--- src/rtl/led_pkg.sv ---
// Shared types and constants for the LED pattern sequencer family.
// The LED_PATTERN_DEFAULT_EN build uses the default pattern defined here.
package led_pkg;

  localparam int DEF_CLK_HZ  = 50_000_000;
  localparam int DEF_TICK_HZ = 1_000;
  localparam int TICK_DIV    = DEF_CLK_HZ / DEF_TICK_HZ;
  localparam int DEF_DUR_W   = 16;
  localparam int DEF_NSEG    = 5;

  typedef struct packed {
    logic                 level;
    logic [DEF_DUR_W-1:0] dur;
  } seg_t;

  typedef enum logic {S_IDLE = 1'b0, S_RUN = 1'b1} state_e;

  // Power-on pattern: long-on, long-off, on, short-off, on (in ticks).
  function automatic seg_t def_seg(input int i);
    case (i)
      0:       return {1'b1, 16'd1000};
      1:       return {1'b0, 16'd1750};
      2:       return {1'b1, 16'd1000};
      3:       return {1'b0, 16'd250};
      4:       return {1'b1, 16'd1000};
      default: return '0;
    endcase
  endfunction

endpackage

--- src/rtl/led_tick_gen.sv ---
// Time-base prescaler: one-cycle tick every DIV clocks, synchronous clear.
module led_tick_gen #(
  parameter int DIV = led_pkg::TICK_DIV
) (
  input  logic clk,
  input  logic rst_n,
  input  logic clr,
  output logic tick
);
  localparam int CW = (DIV > 1) ? $clog2(DIV) : 1;

  logic [CW-1:0] cnt_q, cnt_d;
  logic          wrap;

  assign wrap = (cnt_q == CW'(DIV - 1));
  assign tick = wrap & ~clr;

  // Count 0..DIV-1; clear restarts the phase so the first tick lands DIV cycles later.
  always_comb begin
    cnt_d = cnt_q + 1'b1;
    if (clr || wrap) cnt_d = '0;
  end

  // Prescaler register.
  always_ff @(posedge clk or negedge rst_n) begin
    if (!rst_n) cnt_q <= '0;
    else        cnt_q <= cnt_d;
  end

endmodule

--- src/rtl/led_pattern_seq.sv ---
// Programmable (level, duration) blink sequencer driving one LED.
// Build option LED_PATTERN_DEFAULT_EN: reset preloads a 5-segment pattern
// and playback auto-starts in loop mode right after reset release.
module led_pattern_seq #(
  parameter int CLK_HZ  = led_pkg::DEF_CLK_HZ,
  parameter int TICK_HZ = led_pkg::DEF_TICK_HZ,
  parameter int NSEG    = 8,
  parameter int DUR_W   = led_pkg::DEF_DUR_W,
  localparam int AW     = $clog2(NSEG)
) (
  input  logic             CLK,
  input  logic             RSTn,
  input  logic             Start,
  input  logic             Stop,
  input  logic             Loop,
  input  logic [AW:0]      Num_Seg,
  input  logic             Wr_En,
  input  logic [AW-1:0]    Wr_Addr,
  input  logic             Wr_Level,
  input  logic [DUR_W-1:0] Wr_Dur,
  output logic             LED_Out,
  output logic             Busy,
  output logic [AW-1:0]    Seg_Idx,
  output logic             Done,
  output logic             Wr_Err
);
  import led_pkg::*;

  localparam int DIV = CLK_HZ / TICK_HZ;

  state_e                   state_q, state_d;
  logic [NSEG-1:0]          lvl_q, lvl_d;
  logic [NSEG-1:0][DUR_W-1:0] dur_q, dur_d;
  logic [AW-1:0]            idx_q, idx_d;
  logic [AW:0]              nseg_q, nseg_d;
  logic [DUR_W-1:0]         cnt_q, cnt_d;
  logic                     loop_q, loop_d;
  logic                     led_q, led_d;
  logic                     done_q, done_d;
  logic                     werr_q, werr_d;

  logic                     go_req, go_loop, go, wr_ok, tick, seg_end, last;
  logic [AW:0]              go_n;
  logic                     first_lvl;
  logic [DUR_W-1:0]         first_dur;
  logic [AW-1:0]            nxt_idx;

`ifdef LED_PATTERN_DEFAULT_EN
  localparam bit RST_DEF = 1'b1;
  logic auto_q, auto_d;
  assign auto_d  = 1'b0;
  assign go_req  = Start | auto_q;
  assign go_loop = Loop | auto_q;
  assign go_n    = auto_q ? (AW+1)'(DEF_NSEG) : Num_Seg;
  // One-shot auto-start request, armed by reset.
  always_ff @(posedge CLK or negedge RSTn) begin
    if (!RSTn) auto_q <= 1'b1;
    else       auto_q <= auto_d;
  end
`else
  localparam bit RST_DEF = 1'b0;
  assign go_req  = Start;
  assign go_loop = Loop;
  assign go_n    = Num_Seg;
`endif

  function automatic seg_t rst_seg(input int i);
    return (RST_DEF && i < DEF_NSEG) ? def_seg(i) : '0;
  endfunction

  led_tick_gen #(.DIV(DIV)) u_tick (
    .clk  (CLK),
    .rst_n(RSTn),
    .clr  (go),
    .tick (tick)
  );

  assign wr_ok     = Wr_En && (state_q == S_IDLE);
  assign go        = (state_q == S_IDLE) && go_req && !Stop &&
                     (go_n != '0) && (go_n <= (AW+1)'(NSEG));
  // A same-cycle write to entry 0 must be visible to the segment being loaded.
  assign first_lvl = (wr_ok && Wr_Addr == '0) ? Wr_Level : lvl_q[0];
  assign first_dur = (wr_ok && Wr_Addr == '0) ? Wr_Dur   : dur_q[0];
  // Counter value 0 or 1 both end the segment, so dur=0 plays as one tick.
  assign seg_end   = tick && (cnt_q <= DUR_W'(1));
  assign last      = ({1'b0, idx_q} + 1'b1) == nseg_q;
  assign nxt_idx   = last ? '0 : idx_q + 1'b1;

  // State register.
  always_ff @(posedge CLK or negedge RSTn) begin
    if (!RSTn) state_q <= S_IDLE;
    else       state_q <= state_d;
  end

  // Next-state: Stop dominates; one-shot ends after the last segment.
  always_comb begin
    state_d = state_q;
    case (state_q)
      S_IDLE: if (go) state_d = S_RUN;
      S_RUN: begin
        if (Stop)                              state_d = S_IDLE;
        else if (seg_end && last && !loop_q)   state_d = S_IDLE;
      end
      default: state_d = S_IDLE;
    endcase
  end

  // Playback datapath and registered outputs.
  always_comb begin
    idx_d  = idx_q;
    nseg_d = nseg_q;
    loop_d = loop_q;
    cnt_d  = cnt_q;
    led_d  = led_q;
    done_d = 1'b0;
    werr_d = Wr_En && (state_q == S_RUN);
    case (state_q)
      S_IDLE: begin
        if (go) begin
          idx_d  = '0;
          nseg_d = go_n;
          loop_d = go_loop;
          cnt_d  = first_dur;
          led_d  = first_lvl;
        end
      end
      S_RUN: begin
        if (Stop) begin
          led_d = 1'b0;
          idx_d = '0;
        end else if (seg_end) begin
          if (last && !loop_q) begin
            led_d  = 1'b0;
            idx_d  = '0;
            done_d = 1'b1;
          end else begin
            idx_d = nxt_idx;
            cnt_d = dur_q[nxt_idx];
            led_d = lvl_q[nxt_idx];
          end
        end else if (tick) begin
          cnt_d = cnt_q - 1'b1;
        end
      end
      default: ;
    endcase
  end

  // Table write path: only accepted while idle.
  always_comb begin
    lvl_d = lvl_q;
    dur_d = dur_q;
    if (wr_ok) begin
      lvl_d[Wr_Addr] = Wr_Level;
      dur_d[Wr_Addr] = Wr_Dur;
    end
  end

  // Datapath and table registers.
  always_ff @(posedge CLK or negedge RSTn) begin
    if (!RSTn) begin
      idx_q  <= '0;
      nseg_q <= '0;
      loop_q <= 1'b0;
      cnt_q  <= '0;
      led_q  <= 1'b0;
      done_q <= 1'b0;
      werr_q <= 1'b0;
      for (int i = 0; i < NSEG; i++) begin
        lvl_q[i] <= rst_seg(i).level;
        dur_q[i] <= DUR_W'(rst_seg(i).dur);
      end
    end else begin
      idx_q  <= idx_d;
      nseg_q <= nseg_d;
      loop_q <= loop_d;
      cnt_q  <= cnt_d;
      led_q  <= led_d;
      done_q <= done_d;
      werr_q <= werr_d;
      lvl_q  <= lvl_d;
      dur_q  <= dur_d;
    end
  end

  assign LED_Out = led_q;
  assign Busy    = (state_q == S_RUN);
  assign Seg_Idx = idx_q;
  assign Done    = done_q;
  assign Wr_Err  = werr_q;

endmodule

--- config.mk ---
export PLATFORM = sky130hd
export DESIGN_NAME = led_pattern_seq
export DESIGN_NICKNAME = d
export VERILOG_FILES = /design/src/rtl/led_pkg.sv /design/src/rtl/led_tick_gen.sv /design/src/rtl/led_pattern_seq.sv
export SDC_FILE = /design/constraint.sdc
export NUM_CORES = 1
export LEC_CHECK = 0
export ABC_AREA = 1
export BUFFER_PORTS_ARGS = -buffer_cell sky130_fd_sc_hd__buf_2
export CAP_MARGIN = 10
export CORE_AREA = 2 2 157 159
export DETAILED_ROUTE_END_ITERATION = 7
export DIE_AREA = 0 0 159 161
export HOLD_SLACK_MARGIN = 0.15
export SYNTH_ARGS = -nofsm -noshare
export SYNTH_HDL_FRONTEND = slang
export SYNTH_SLANG_ARGS = --single-unit
--- constraint.sdc ---
create_clock -name CLK -period 4.3 [get_ports CLK]
set_input_delay 1.29 -clock CLK [delete_from_list [all_inputs] [get_ports CLK]]
set_output_delay 1.29 -clock CLK [all_outputs]
set_load 0.1 [all_outputs]
# After elaboration in Yosys (flattened, before gate mapping)
# Index checks and enable logic that the tools add are counted.
dict set report totals {
  wordCells 95
  inputBits 30
  output_inout_bits 7
  register_bits 180
}
dict set report classes {
  add_sub_neg 4
  n_mux 38
  magnitude_cmp 5
  n_bitwise 3
  eq_ne 7
  n_reduce_logical 20
}
# operator n
set op_table {}
lappend op_table {{2-to-1 mux 16 bit} 9}
lappend op_table {{bitwise mux 128 bit} 1}
lappend op_table {{binary-select mux 16 bit (select 3 bit)} 1}
lappend op_table {{demux 16 bit (select 3 bit)} 1}
lappend op_table {{one-hot mux 16 bit (2 select lines)} 1}
lappend op_table {{adder 16 x 1 -> 16 bit (second input constant)} 1}
lappend op_table {{equality test 16 bit (second input constant)} 1}
lappend op_table {{less-or-equal comparator 16 x 1 -> 1 bit (second input constant)} 1}
lappend op_table {{subtractor 16 x 1 -> 16 bit (second input constant)} 1}
lappend op_table {{2-to-1 mux 3 bit} 5}
lappend op_table {{2-to-1 mux 1 bit} 14}
lappend op_table {{logical AND 1 bit} 12}
lappend op_table {{bitwise mux 8 bit} 1}
lappend op_table {{less-than comparator 3 x 4 -> 1 bit (second input constant)} 2}
lappend op_table {{one-hot mux 3 bit (2 select lines)} 1}
lappend op_table {{adder 3 x 1 -> 4 bit (second input constant)} 1}
lappend op_table {{equality test 4 bit} 1}
lappend op_table {{less-or-equal comparator 4 bit (second input constant)} 1}
lappend op_table {{one-hot mux 1 bit (2 select lines)} 2}
lappend op_table {{AND reduction 2 bit} 2}
lappend op_table {{AND reduction 4 bit} 1}
lappend op_table {{nonzero test 4 bit} 1}
lappend op_table {{adder 3 x 1 -> 3 bit (second input constant)} 1}
lappend op_table {{binary-select mux 1 bit (select 3 bit)} 1}
lappend op_table {{other kinds (12)} 14}

# Depth between registers and ports, before layout
dict set report logic_depth {
  word_depth 13
  mapped_depth 16
}

# Hierarchy
# A second synthesis with hierarchy kept.
dict set report hier_totals {
  cells_unflattened 1255
  area_unflattened_um2 9431.5
}
# mod seq_area_each_um2 instances cells_per_inst area_per_inst_um2
set modules_own_cells {}
lappend modules_own_cells {led_pattern_seq 4103.9 1 1136 8523.2}
lappend modules_own_cells {led_tick_gen 400.4 1 119 908.4}

# Worst setup path after synthesis
# Ideal clock, no wire load.
dict set report synth_path {
  path_kind {reg2reg}
  startpoint {reg idx_q[0] (netlist: Seg_Idx[0])}
  endpoint {reg cnt_q[1]}
  path_buffers 2
  setup_ps 116
  path_stages_with_launch 14
  slack_ps 1628
  arrival_ps 2556
  path_cell_list {dfrtp_1 > ha_1 > buf_4 > nand2_1 > nand2_1 > nor2_2 > nand3_4 > nor2_2 > nand3_1 > o211ai_2 > buf_4 > nor2_1 > nand2_1 > nand2_1}
}
dict set report synth_via {
  elab_chain_cells 9
  word_cells_on_any_way 13
  cone_classes {add/sub: 2; eq/ne: 2; mux: 7; reduce/logical: 2}
}
# item line
set synth_rtl {}
lappend synth_rtl {{from (decl)} led_pattern_seq.sv:34} ;# logic [AW-1:0] idx_q, idx_d;
lappend synth_rtl {{from (signal assigned)} led_pattern_seq.sv:174} ;# idx_q <= idx_d;
lappend synth_rtl {{adder 3 x 1 -> 4 bit} led_pattern_seq.sv:86} ;# assign last = ({1'b0, idx_q} + 1'b1) == nseg_q;
lappend synth_rtl {{equality test 4 bit} led_pattern_seq.sv:86}
lappend synth_rtl {{2-to-1 mux 3 bit} led_pattern_seq.sv:87} ;# assign nxt_idx = last ? '0 : idx_q + 1'b1;
lappend synth_rtl {{binary-select mux 16 bit (select 3 bit)} led_pattern_seq.sv:138} ;# cnt_d = dur_q[nxt_idx];
lappend synth_rtl {{2-to-1 mux 16 bit (implied by the code)} led_pattern_seq.sv:138}
lappend synth_rtl {{2-to-1 mux 16 bit} led_pattern_seq.sv:132} ;# if (last && !loop_q) begin
lappend synth_rtl {{2-to-1 mux 16 bit} led_pattern_seq.sv:131} ;# end else if (seg_end) begin
lappend synth_rtl {{2-to-1 mux 16 bit} led_pattern_seq.sv:128} ;# if (Stop) begin
lappend synth_rtl {{one-hot mux 16 bit (2 select lines)} led_pattern_seq.sv:117} ;# case (state_q)
lappend synth_rtl {{to (signal assigned)} led_pattern_seq.sv:177} ;# cnt_q <= cnt_d;
lappend synth_rtl {{to (decl)} led_pattern_seq.sv:36} ;# logic [DUR_W-1:0] cnt_q, cnt_d;
# Several ways; a longest one is shown, not always the timed one. The select of a mux whose other input is x is not followed.
# A chain may end at the register's enable or synchronous reset.

# Worst setup path in the final report
dict set report layout_path {
  startpoint {reg idx_q[0] (netlist: Seg_Idx[0])}
  endpoint {out Seg_Idx[0]}
}
# item line
set layout_lines {}
lappend layout_lines {{to (decl)} led_pattern_seq.sv:23} ;# output logic [AW-1:0] Seg_Idx,
# No word-level cell between the ends.

==> impl_metrics.yaml <==
run_status:
  status: "complete, no violations"
logic_synthesis:
  synth.distinct_cells: 38
  synth_top_cell_by_area: "dfrtp_1"
  syn_avg_cell_area_um2: 7.54
  ys_top_cells_by_area: "dfrtp_1, nand2_1, nand3_1"
  yosysSeqAreaShare_pct: 48.1
  synth_top_area_share_pct: 48.1
  synth_area_mm2: 0.00937
  synth_fp_nets: 1276
  ys_seq_elements: 180
  yosysWarnings: 0
  syn_inst: 1242
critical_path:
  worstPathArrival_ns: 1.97
  cp_slowest_cell: "dfrtp_1"
  cp-end-kind: "primary output"
  reg2reg_slack_ns: 1.11
  critPathKind: "flop to primary output"
  cp.required_ns: 3.01
  critPathMaxFanout: 13
  crit_path_start_kind: "flop"
  worstPathCellList: "buf_4, buf_2"
  slowest_delay_ns: 0.73
flow_run:
  max-cap-violations: 0
power:
  p_sw_uw: 3110
  peakVddDrop_uv: 279
  sw_frac_of_total_pct: 41.3
  pwr-share-clk_pct: 21.8
  seq_power_share_pct: 38.2
  p_leak_uw: 0.00516
  combPwrFrac_pct: 40.0
  power_density_mw_per_mm2: 719
  cellInternalPower_uw: 4420
final_layout:
  fin_cells: 1588
  areaGrowthSynthToFinish_pct: 11.7
  drive_gt1_share_pct: 9.81
  fillers: 2506
  fin_nets: 1285
  final_core_utilization_pct: 43.7
  num_antenna_cells: 0
detailed_routing:
  dr.pass1.iters: 6
  drt_iter0_drc: 611
  drc: 0
  final_antenna_net_count: 0
  post_drt_wl_per_cell_um: 15.5
  wirelength_mm: 24.7
  dr_total_vias: 8049
  vias_per_cell: 5.07
clock_tree:
  cts_hold_buf: 0
  htree_levels: 4
  clk-insertion-delay-late_ns: 0.44
  cts_tree: "built"
  cts.sinks: 180
  cts_buffers: 17
  cts-root-buf: "clkbuf_16"
  cts_setup_buffers: 0
  clk_pin_slew_ns: 0.07
  cts_buffer_depth: 2
  ctsResizeCount: 0
place:
  dp.cells: 1555
  io_buffers: 36
  hpwlAfterDp_mm: 15.9
  pre_cts_ws_ns: 1.12
  routabilityCongestion: 0.845
die:
  die_area_mm2: 0.0256
  fp-row-count: 57
  io-pin-count: 37
  die_h_um: 161
  die_w_um: 159
  start_util_pct: 39.1
  core_area_mm2: 0.0240
min_path:
  hold_path.class: "flop to flop"
timing:
  fmax_ghz: 0.307
  finalMaxSlewViolations: 0
  relSlewSlack_pct: 36.2
  worst_slack_ns: 1.04
  finalClockSkew_ns: 0.0131
  fin_setup_tns_ns: 0
  rsz0062_at_grt: "no"
  hold_violations: 0
  setup_viol: 0
  min_period_ns: 3.26
  hold-worst-slack_ns: 0.470
  worst_slew_pin_slew_ns: 0.957
  post-route-period-util_pct: 75.9
global_routing:
  grt_max_degree: 86
  grt_pass1_vias: 7647
  overflow: 0
  grtUsageTotal_pct: 20.0
  grt_pass1_wl_mm: 41.2
  antenna_found_initial: 0
## sequential cells by signal (all words and copies together) (netlist names)
register and flops:
Busy 1, lvl_q 8, cnt_q 16, Wr_Err 1
loop_q 1, Seg_Idx 3, LED_Out 1, dur_q 128
Done 1, nseg_q 4, u_tick.cnt_q 16
## stage by stage
stage | area, um^2 | power (uW)
after floorplan | 9370 | 5230
after global placement | 9820 | 5840
after detailed placement | 9820 | 5900
after CTS | 10400 | 7570
after global routing | 10500 | 8210
final | 10500 | 7530
## power by group through the flow
stage / Clock (uW) / Sequential [uW] / Combinational, uW
global route: 1750 / 2970 / 3490
detailed placement: 0 / 2890 / 3010
CTS: 1670 / 2870 / 3030
finish: 1640 / 2870 / 3010
global placement: 0 / 2880 / 2960
floorplan: 0 / 2910 / 2320
## critical path, delay by kind of cell (launching register included)
kind                   cells  cell delay (ns)
buffers and inverters      2             0.81
flip-flops                 1             0.73
## path summary, 6_finish.rpt
kind                                 start          endpoint  cells after the start
max                             Seg_Idx[0]        Seg_Idx[0]                      2
min                        u_tick.cnt_q[0]   u_tick.cnt_q[0]                      1
max reg2reg                     Seg_Idx[0]          cnt_q[7]                     13
min reg2reg                u_tick.cnt_q[0]   u_tick.cnt_q[0]                      1
max in group asynchronous             RSTn         dur_q[92]                      2
min in group asynchronous             RSTn  u_tick.cnt_q[12]                      1
## synth_stat cells
library cell and number:
or2_2 17, nor4_1 3, xnor2_1 1, nand2_4 3, nand3_1 154, o21a_1 1
nor2_1 115, ha_1 4, o21bai_1 2, xor2_1 12, o31ai_1 2, buf_6 3
inv_2 7, nor2_4 1, buf_1 1, o21ai_1 6, clkbuf_1 39, nand2_2 1
or2_1 1, nor3_2 2, nor3_1 12, nor3_4 1, nor2_2 4, a211oi_1 1
o22ai_1 1, o21ai_0 136, o211ai_2 1, nand2_1 315, a21oi_1 24, inv_1 137
nand3_4 1, clkinv_1 1, o2111ai_1 17, dfrtp_1 180, buf_4 8, buf_2 14
nand4_1 9, nor3b_1 5
## cells by family after synthesis
logic type / count (synthesis) / share of synthesized area, %
AND/OR/NAND/NOR: 644 / 29.9
buffers and inverters: 210 / 9.16
AO/OA/AOI/OAI: 191 / 11.1
flip-flops: 180 / 48.1
XOR/XNOR: 13 / 1.22
adder cells (fa/ha/maj): 4 / 0.534
## area by class of cell
cell class / instances / area (um^2) / share of cell area [%]
inverters: 145 / 544 / 5.20
well taps: 324 / 405 / 3.87
repair buffers: 55 / 377 / 3.60
clock buffers: 20 / 457 / 4.36
flip-flops and latches: 180 / 4500 / 43.0
multi-input cells: 852 / 4020 / 38.4
clock inverters: 12 / 160 / 1.53
## cells in the final DEF, fill, tap and decap left out, types with 4 or more instances in the layout
cell / Yosys / layout
nor3b_1: 5 / 5
nor2_2: 4 / 4
dfrtp_1: 180 / 180
buf_2: 14 / 35
xor2_1: 12 / 12
buf_4: 8 / 16
o21ai_0: 136 / 136
o21ai_1: 6 / 6
inv_6: 0 / 4
inv_1: 137 / 137
nor2_1: 115 / 115
nand2_1: 315 / 315
ha_1: 4 / 4
clkbuf_16: 0 / 17
nand4_1: 9 / 9
nor3_1: 12 / 12
nand3_1: 154 / 154
a21oi_1: 24 / 24
or2_2: 17 / 17
inv_2: 7 / 7
o2111ai_1: 17 / 17
## routing by layer
layer	vias to the layer above	wire length [um]	global-route usage (%)
li1	4010	-	-
met1	3841	11800	28.1
met2	169	11700	32.5
met3	29	900	3.29
met4	0	347	5.04
met5	-	0	0
No activity file was read; power rests on OpenSTA's default activity.
